`src/rtl/mips_pkg.sv`:
```
// Shared MIPS core definitions: mul/div op encoding and the mul/div FSM states.
// Latency: none (declarations only).
// Backpressure: not applicable.
package mips_pkg;

   // Op encoding shared with the decode stage
   localparam logic [2:0] OP_MULT  = 3'd0;
   localparam logic [2:0] OP_MULTU = 3'd1;
   localparam logic [2:0] OP_DIV   = 3'd2;
   localparam logic [2:0] OP_DIVU  = 3'd3;
   localparam logic [2:0] OP_MTHI  = 3'd4;
   localparam logic [2:0] OP_MTLO  = 3'd5;

   typedef enum logic [1:0] {
      ST_IDLE = 2'd0,
      ST_PREP = 2'd1,
      ST_CALC = 2'd2,
      ST_FIX  = 2'd3
   } muldiv_state_t;

   // True for the four iterative ops (MULT, MULTU, DIV, DIVU)
   function automatic logic is_muldiv(input logic [2:0] code);
      return (code == OP_MULT) || (code == OP_MULTU) ||
             (code == OP_DIV)  || (code == OP_DIVU);
   endfunction

endpackage

```
`src/rtl/muldiv_sign_fix.sv`:
```
// Conditional two's-complement negate: abs() of operands, sign restore of results.
// Latency: combinational.
// Backpressure: not applicable.
module muldiv_sign_fix #(
   parameter int WIDTH = 32
) (
   input  logic [WIDTH-1:0] value,
   input  logic             negate,
   output logic [WIDTH-1:0] result
);

   assign result = negate ? (~value + WIDTH'(1)) : value;

endmodule

```
`src/rtl/mips_muldiv_unit.sv`:
```
// Iterative MULT/MULTU/DIV/DIVU engine owning HI/LO, plus MTHI/MTLO writes.
// Latency: done pulses DATA_W+2 edges after accept; MTHI/MTLO write on the accept edge.
// Backpressure: start_ready only in IDLE; requests while busy are dropped, never queued.
module mips_muldiv_unit
   import mips_pkg::*;
#(
   parameter int DATA_W = 32
) (
   input  logic              clock,
   input  logic              reset_n,
   input  logic              start_valid,
   output logic              start_ready,
   input  logic [2:0]        op,
   input  logic [DATA_W-1:0] src_a,
   input  logic [DATA_W-1:0] src_b,
   input  logic              flush,
   output logic              busy,
   output logic              done,
   output logic              div_zero,
   output logic [DATA_W-1:0] hi,
   output logic [DATA_W-1:0] lo
);

   localparam int CNT_W = $clog2(DATA_W + 1);

   muldiv_state_t     state_q, state_d;
   logic [CNT_W-1:0]  cnt_q;
   logic [2:0]        op_q;
   logic [DATA_W-1:0] a_q;       // raw dividend, kept for the divide-by-zero result
   logic [DATA_W-1:0] b_q;       // raw src_b until PREP, then |b| (multiplicand / divisor)
   logic [DATA_W-1:0] rem_q;     // product upper half / partial remainder
   logic [DATA_W-1:0] work_q;    // multiplier -> product lower half / dividend -> quotient
   logic              neg_q, neg_r, dz_q;
   logic              done_q, div_zero_q;
   logic [DATA_W-1:0] hi_q, lo_q;

   logic accept_md, accept_mt, fix_write;
   logic is_signed, is_div;
   logic [DATA_W-1:0]   abs_a, abs_b, quot_fix, rem_fix;
   logic [2*DATA_W-1:0] prod_fix;
   logic [DATA_W:0]     mul_sum, div_shift, div_diff;

   assign is_signed = (op_q == OP_MULT) || (op_q == OP_DIV);
   assign is_div    = (op_q == OP_DIV)  || (op_q == OP_DIVU);

   muldiv_sign_fix #(.WIDTH(DATA_W)) u_abs_a (
      .value(a_q), .negate(is_signed & a_q[DATA_W-1]), .result(abs_a));
   muldiv_sign_fix #(.WIDTH(DATA_W)) u_abs_b (
      .value(b_q), .negate(is_signed & b_q[DATA_W-1]), .result(abs_b));
   muldiv_sign_fix #(.WIDTH(2*DATA_W)) u_fix_prod (
      .value({rem_q, work_q}), .negate(neg_q), .result(prod_fix));
   muldiv_sign_fix #(.WIDTH(DATA_W)) u_fix_quot (
      .value(work_q), .negate(neg_q), .result(quot_fix));
   muldiv_sign_fix #(.WIDTH(DATA_W)) u_fix_rem (
      .value(rem_q), .negate(neg_r), .result(rem_fix));

   // One step of shift-add multiply and of restoring divide
   assign mul_sum   = {1'b0, rem_q} + {1'b0, b_q & {DATA_W{work_q[0]}}};
   assign div_shift = {rem_q, work_q[DATA_W-1]};
   assign div_diff  = div_shift - {1'b0, b_q};

   // FSM state register
   always_ff @(posedge clock or negedge reset_n) begin
      if (!reset_n) state_q <= ST_IDLE;
      else          state_q <= state_d;
   end

   // Next state and per-cycle control strobes; flush squashes everything
   always_comb begin
      state_d   = state_q;
      accept_md = 1'b0;
      accept_mt = 1'b0;
      fix_write = 1'b0;
      case (state_q)
         ST_IDLE: begin
            if (start_valid && !flush) begin
               if (is_muldiv(op)) begin
                  accept_md = 1'b1;
                  state_d   = ST_PREP;
               end else if ((op == OP_MTHI) || (op == OP_MTLO)) begin
                  accept_mt = 1'b1;
               end
            end
         end
         ST_PREP: state_d = flush ? ST_IDLE : ST_CALC;
         ST_CALC: begin
            if (flush)              state_d = ST_IDLE;
            else if (cnt_q == '0)   state_d = ST_FIX;
         end
         ST_FIX: begin
            state_d   = ST_IDLE;
            fix_write = !flush;
         end
         default: state_d = ST_IDLE;
      endcase
   end

   // Operand capture, iteration datapath and HI/LO write-back
   always_ff @(posedge clock or negedge reset_n) begin
      if (!reset_n) begin
         cnt_q      <= '0;
         op_q       <= '0;
         a_q        <= '0;
         b_q        <= '0;
         rem_q      <= '0;
         work_q     <= '0;
         neg_q      <= 1'b0;
         neg_r      <= 1'b0;
         dz_q       <= 1'b0;
         done_q     <= 1'b0;
         div_zero_q <= 1'b0;
         hi_q       <= '0;
         lo_q       <= '0;
      end else begin
         done_q <= fix_write;
         if (accept_md) begin
            op_q       <= op;
            a_q        <= src_a;
            b_q        <= src_b;
            div_zero_q <= 1'b0;
         end
         if (accept_mt) begin
            if (op == OP_MTHI) hi_q <= src_a;
            else               lo_q <= src_a;
         end
         if (state_q == ST_PREP) begin
            b_q    <= abs_b;
            work_q <= abs_a;
            rem_q  <= '0;
            neg_q  <= is_signed & (a_q[DATA_W-1] ^ b_q[DATA_W-1]);
            neg_r  <= is_signed & a_q[DATA_W-1];
            dz_q   <= is_div && (b_q == '0);
            cnt_q  <= CNT_W'(DATA_W - 1);
         end
         if (state_q == ST_CALC) begin
            cnt_q <= cnt_q - CNT_W'(1);
            if (is_div) begin
               if (!div_diff[DATA_W]) rem_q <= div_diff[DATA_W-1:0];
               else                   rem_q <= div_shift[DATA_W-1:0];
               work_q <= {work_q[DATA_W-2:0], ~div_diff[DATA_W]};
            end else begin
               rem_q  <= mul_sum[DATA_W:1];
               work_q <= {mul_sum[0], work_q[DATA_W-1:1]};
            end
         end
         if (fix_write) begin
            if (is_div && dz_q) begin
               lo_q       <= '1;
               hi_q       <= a_q;
               div_zero_q <= 1'b1;
            end else if (is_div) begin
               lo_q <= quot_fix;
               hi_q <= rem_fix;
            end else begin
               {hi_q, lo_q} <= prod_fix;
            end
         end
      end
   end

   assign start_ready = (state_q == ST_IDLE);
   assign busy        = (state_q != ST_IDLE);
   assign done        = done_q;
   assign div_zero    = div_zero_q;
   assign hi          = hi_q;
   assign lo          = lo_q;

endmodule

```
`config.mk`:
```
export PLATFORM = sky130hd
export DESIGN_NAME = mips_muldiv_unit
export DESIGN_NICKNAME = d
export VERILOG_FILES = /design/src/rtl/mips_pkg.sv /design/src/rtl/muldiv_sign_fix.sv /design/src/rtl/mips_muldiv_unit.sv
export SDC_FILE = /design/constraint.sdc
export NUM_CORES = 1
export LEC_CHECK = 0
export ABC_CLOCK_PERIOD_IN_PS = 3500
export BUFFER_PORTS_ARGS = -buffer_cell sky130_fd_sc_hd__buf_2
export CORE_MARGIN = 1
export CORE_UTILIZATION = 56
export DETAILED_ROUTE_END_ITERATION = 10
export MAX_ROUTING_LAYER = met4
export PLACE_DENSITY = 0.74
export SYNTH_ARGS = -nofsm -noshare
export SYNTH_HDL_FRONTEND = slang
export SYNTH_HIERARCHICAL = 1
export SYNTH_SLANG_ARGS = --single-unit
```
`constraint.sdc`:
```
create_clock -name clock -period 3.5 [get_ports clock]
set_input_delay 0.525 -clock clock [delete_from_list [all_inputs] [get_ports clock]]
set_output_delay 0.525 -clock clock [all_outputs]
set_load 0.005 [all_outputs]
```
==> impl_metrics.ini, run 1 <==
[synth]
synthArstFlopShare_pct = 100.0
synth_enable_flop_cells = 0
synth_cells = 2256
synth.avg_cell_area_sq_um = 8.327
synth_top_flop_cell = dfrtp_1
ys_ff_latch = 208
netlist_area_sq_um = 18790
synthDistinctLibCells = 95
synthesis.nets = 2404
ys_seq_area_share_pct = 27.71
synth_warnings = 6

[global_routing]
grt_pass1_vias = 17570
antenna_found_initial = 0
grt.overflow.total = 0
grt_max_degree = 99
grt_usage_pct = 36.34
grt_pass1_wl_um = 95410

[sta]
finalCriticalPeriod_ns = 3.432
hold_viol = 0
fmax_ghz = 0.2913
setup_slack_ns = 0.06760
period_share_pct = 98.07
worst_pin_slew_ns = 1.032
finalClockSkew_ns = 0.009271
maxSlewHeadroom_pct = 31.18
rsz0062_at_grt = yes
setup_viol = 0
drv_slew = 0

[floorplan]
die_h_um = 185.2
die_w_um = 185.2
io_pins = 139
die-area_sq_um = 34280
start_util_pct = 57.30
fp-row-count = 66
core_area_sq_um = 32780

[clock_network]
clkTransAtPathRegs_ns = 0.06
cts-root-buf = clkbuf_16
clk_latency_ns = 0.57
clk_path_buf_depth = 3
cts_sinks = 208
cts-buffers-inserted = 26
cts_tree = built
htreeDepth = 1

[routing]
drt_pass1_iterations = 5
highest_layer = met4
vias = 18346
wl_met1_um = 25470
wl_per_cell_um = 21.21
drtIter0Drc = 1606
wl_met2_um = 29090
drt-total-wl_um = 61140
via_per_inst = 6.366
wl_met3_um = 3678
drtAntennaViolNets = 0
drc_errors = 0

[setup_path]
crit_chain = ha_1 -> fa_1 -> nand2b_1 -> a21oi_2 -> o21ai_2 -> o311ai_4 -> a21oi_2 -> nor3b_2 -> a211oi_4 -> buf_4 -> clkbuf_16 -> a21oi_1 -> o21ai_0 -> a22o_1
crit_type = reg2reg
arrival_ns = 3.89
slowest_stage = dfrtp_1
r2r_start = b_q[0]
endpoint_kind = flop
r2r_cells = 14
start_kind = flop
slowest_delay_ns = 0.43
crit_path_end = rem_q[23]
r2r_slack_ns = 0.07
required_ns = 3.96
startpoint = b_q[0]
cpMostUsedCell = a21oi_2
timing.rr.end = rem_q[23]
worst-path-max-fanout = 20

[pwr]
comb_power_share_pct = 60.5
p_leak_uw = 0.009379
p_per_area_nw_per_um2 = 927.6
p_switching_uw = 9637
peakVddDrop_uv = 532.5
swShare_pct = 48.07
p_int_uw = 10410
power_frac_seq_pct = 24.4
clkPwrFrac_pct = 15.1

[finish]
final_cell_mix = nand2_1, xnor2_1, dfrtp_1
syn_to_final_growth_pct = 15.03
finalNetCount = 2568
layout_commonest_cell = nand2_1
final_area_sq_um = 21610
layout-drive-gt1-share_pct = 18.81
diodes = 0

[outcome]
outcome = finished clean

[placed_design]
dpl_worst_slack_ns = 0.03776
portBuffers = 138
globalplace.congestion = 0.9736
hpwl_um = 44230
dpl_cell_area_sq_um = 20540

[hold_path]
hold_path_class = in2reg

[job]
cap_viol_max_count = 0
## worst max-delay path: cells and delay by family (launching register included)
| kind | cells | cell delay (ns) |
|---|---|---|
| AOI/OAI and AO/OA | 8 | 1.41 |
| adders and majority gates | 2 | 0.66 |
| and+or+nand+nor | 2 | 0.44 |
| DFF | 1 | 0.43 |
| buffers and inverters | 2 | 0.36 |
## logic make-up after synthesis
| family | synth area share (%) |
|---|---|
| AND/OR/NAND/NOR | 20.75 |
| AO/OA/AOI/OAI | 25.98 |
| XOR/XNOR | 10.96 |
| buffers and inverters | 4.802 |
| flip-flops | 27.71 |
| multiplexers | 4.602 |
| adder cells (fa/ha/maj) | 5.208 |
## final cells by class
type | count | area, sq um
clock buffers | 33 | 696.9
clock inverters | 15 | 242.7
fillers | 2833 | 11170
inverters | 97 | 364.1
multi-input cells | 1820 | 12780
flip-flops and latches | 208 | 5214
well taps | 442 | 553.0
repair buffers | 267 | 1764
## synth_stat cells (47+ instances only)
| cell type | count | area (sq um) |
|---|---|---|
| o221ai_1 | 48 | 420.4 |
| o211ai_1 | 67 | 503.0 |
| clkbuf_1 | 102 | 382.9 |
| inv_1 | 96 | 360.4 |
| mux2i_1 | 47 | 470.5 |
| dfrtp_1 | 208 | 5205 |
| ha_1 | 75 | 938.4 |
| o31ai_1 | 54 | 405.4 |
| o21ai_0 | 151 | 755.7 |
| nor2_1 | 173 | 649.4 |
| a21oi_1 | 167 | 835.8 |
| nor3_1 | 83 | 415.4 |
| xnor2_1 | 210 | 1839 |
| nand2_1 | 213 | 799.5 |
## flip-flops by register name, summed over array words and instances (netlist names)
signal	count
done	1
dz_q	1
work_q	32
rem_q	32
div_zero	1
neg_r	1
a_q	32
op_q	3
neg_q	1
b_q	32
cnt_q	6
hi	32
state_q	2
lo	32
## metal layers
metal	global-route usage [%]	up-vias
li1	-	8611
met4	16.56	0
met1	45.69	8812
met5	-	-
met2	59.41	755
met3	3.166	168
## how the worst min path moves through the flow
| stage | start | cells after the start | slack [ns] | to |
|---|---|---|---|---|
| after floorplan | reset_n | 0 | 0.23 | a_q[0] |
| after global placement | hi[7] | 2 | 0.48 | hi[7] |
| after detailed placement | hi[8] | 2 | 0.48 | hi[8] |
| after CTS | src_a[5] | 2 | 0.21 | a_q[5] |
| after global routing | src_a[2] | 2 | 0.23 | a_q[2] |
| final | src_a[21] | 2 | 0.23 | a_q[21] |
## stage by stage
stage	total power [uW]	std cells	util [%]	TNS [ns]	hold slack [ns]
after CTS	19770	2876	65.54	0	0.2112
after global placement	16390	2827	62.64	0	0.4758
after detailed placement	16620	2827	62.64	0	0.4762
final	20050	2882	65.92	0	0.2281
after floorplan	13060	2256	-	0	0.2294
after global routing	21440	2882	65.92	-0.03750	0.2315
## power by group through the flow
stage	combinational, uW	sequential [uW]	clock (uW)
floorplan	8310	4740	0
global placement	11600	4840	0
detailed placement	11800	4860	0
CTS	11900	4840	3070
global route	13300	5030	3150
finish	12100	4890	3040
## what timing repair did
action	CTS	global route
setup endpoints to repair	0	13
hold buffers	1	0
buffers inserted	0	4
gates resized for setup	0	12
hold endpoints to repair	32	0
Power figures use the tool's default switching activity.
==> run 2: changes to the inputs <==
--- a/config.mk
+++ b/config.mk
@@ -10,6 +10,7 @@
 export CORE_MARGIN = 1
 export CORE_UTILIZATION = 56
 export DETAILED_ROUTE_END_ITERATION = 10
+export GPL_TIMING_DRIVEN = 0
 export MAX_ROUTING_LAYER = met4
 export PLACE_DENSITY = 0.74
 export SYNTH_ARGS = -nofsm -noshare
==> run 2 against run 1 <==
  * Count of clock-buffer cells in the layout increased by 3
  * Fmax fell by 1.5%
  * First-iteration DRC count up 27%
  * Clock power is 5% higher
  * Utilization down 0.12 points
  * Via count grew 3.0%
  * Cell area is 0.18% lower
==> impl_metrics.ini, run 2 (synthesized netlist as in run 1, its figures left out) <==
[outcome]
outcome = finished clean

[global_routing]
grt_max_degree = 119
grt_pass1_wl_um = 101200
grt_pass1_vias = 17960
met3_usage_pct = 5.191
antenna_found_initial = 0
busiest_layer = met2
grt_use_met1_pct = 46.79
gr-usage-met2_pct = 64.75
grt.overflow.total = 0
grt_usage_pct = 39.81

[clock_network]
clkTransAtPathRegs_ns = 0.06
cts_tree = built
htreeDepth = 1
cts_sinks = 208
cts-buffers-inserted = 26
cts-root-buf = clkbuf_16
clk_path_buf_depth = 3
clk_latency_ns = 0.57

[sta]
maxSlewHeadroom_pct = 28.71
setup_tns_ns = 0
fmax_ghz = 0.2870
drv_slew = 0
finalClockSkew_ns = 0.01673
hold_viol = 0
setup_viol = 0
finalCriticalPeriod_ns = 3.484
period_share_pct = 99.55
worst_pin_slew_ns = 1.061

[setup_path]
crit_type = reg2reg
start_kind = flop
arrival_ns = 3.92
required_ns = 3.94
worst-path-max-fanout = 10
endpoint_kind = flop
r2r_slack_ns = 0.02

[placed_design]
portBuffers = 138
globalplace.congestion = 1.022
dpl.cell_count = 2837
hpwl_um = 50700
dpl_cell_area_sq_um = 20070

[floorplan]
die_w_um = 185.2
core_area_sq_um = 32780
start_util_pct = 57.30
die_h_um = 185.2
io_pins = 139
die-area_sq_um = 34280
fp-row-count = 66

[routing]
via_per_inst = 6.500
drtAntennaViolNets = 0
vias = 18895
wl_per_cell_um = 23.24
drt-total-wl_um = 67550
drc_errors = 0
drt_pass1_iterations = 6
drtIter0Drc = 2040

[finish]
layout-drive-gt1-share_pct = 16.96
syn_to_final_growth_pct = 14.82
final_cell_mix = nand2_1, xnor2_1, dfrtp_1
diodes = 0
final_cells = 2907
finalNetCount = 2593
multi_input_area_sq_um = 12920
seq_area_sq_um = 5245
final_area_sq_um = 21570
layout_commonest_cell = nand2_1
n_fill_cell = 2826

[pwr]
p_leak_uw = 0.009008
p_per_area_nw_per_um2 = 948.9
peakVddDrop_uv = 501.4

[job]
cap_viol_max_count = 0

[hold_path]
hold_path_class = in2reg
run 2: what timing repair did:
action | in CTS | in global routing
endpoints found under the hold margin | 3 | 0
pin swaps | 10 | 18
buffers inserted | 13 | 8
setup endpoints to repair | 33 | 33
gates cloned | 0 | 1
gates resized for setup | 23 | 68
hold buffers | 1 | 0
run 2: stage by stage:
step | setup slack, ns | util (%) | hold slack [ns] | power [uW]
floorplan | 0.09655 | - | 0.2294 | 13060
global placement | -1.752 | 61.10 | 0.4803 | 16300
detailed placement | -0.9828 | 61.21 | 0.4814 | 16570
CTS | -0.01297 | 64.91 | 0.2080 | 19940
global route | -0.03486 | 65.80 | 0.2232 | 21670
finish | 0.01583 | 65.80 | 0.2266 | 20470
run 2: critical path: stages (launching register included):
cell and delay (ns):
dfrtp_4 0.54, buf_6 0.16, and2_1 0.17, ha_4 0.25, o21ai_0 0.25, nor2_1 0.13, o41ai_2 0.41, o21ai_2 0.15
o31ai_4 0.25, o211ai_1 0.18, a21o_1 0.19, a21o_1 0.18, xor2_1 0.15, a221o_1 0.33
run 2: layer usage:
metal,wire [um],share of wire [%],vias to the layer above
met5,0,0,-
met4,5102,7.6,0
met3,4676,6.9,281
met2,31430,47,942
met1,26340,39,9009
li1,-,-,8663
run 2: where the power goes:
| part | switching (uW) | total (uW) | internal [uW] |
|---|---|---|---|
| clock | 1160 | 3200 | 2040 |
| sequential | 1810 | 5240 | 3430 |
| combinational | 7140 | 12000 | 4890 |
run 2: layout make-up:
| cell class | instances | share of cell area (%) |
|---|---|---|
| Multi-Input combinational cell | 1820 | 59.90 |
| Sequential cell | 208 | 24.31 |
| Timing Repair Buffer | 162 | 4.234 |
| Clock buffer | 36 | 3.561 |
| Buffer | 130 | 2.593 |
| Tap cell | 442 | 2.564 |
| Inverter | 97 | 1.688 |
| Clock inverter | 12 | 1.143 |
run 2: worst paths after layout:
kind,depth (start not counted),endpoint,startpoint
worst max-delay path,13,rem_q[24],work_q[0]
worst min-delay path,2,op_q[1],op[1]
worst max register to register,13,rem_q[24],work_q[0]
worst min register to register,2,hi[25],hi[25]
max in group asynchronous,3,b_q[20],reset_n
min in group asynchronous,2,lo[9],reset_n
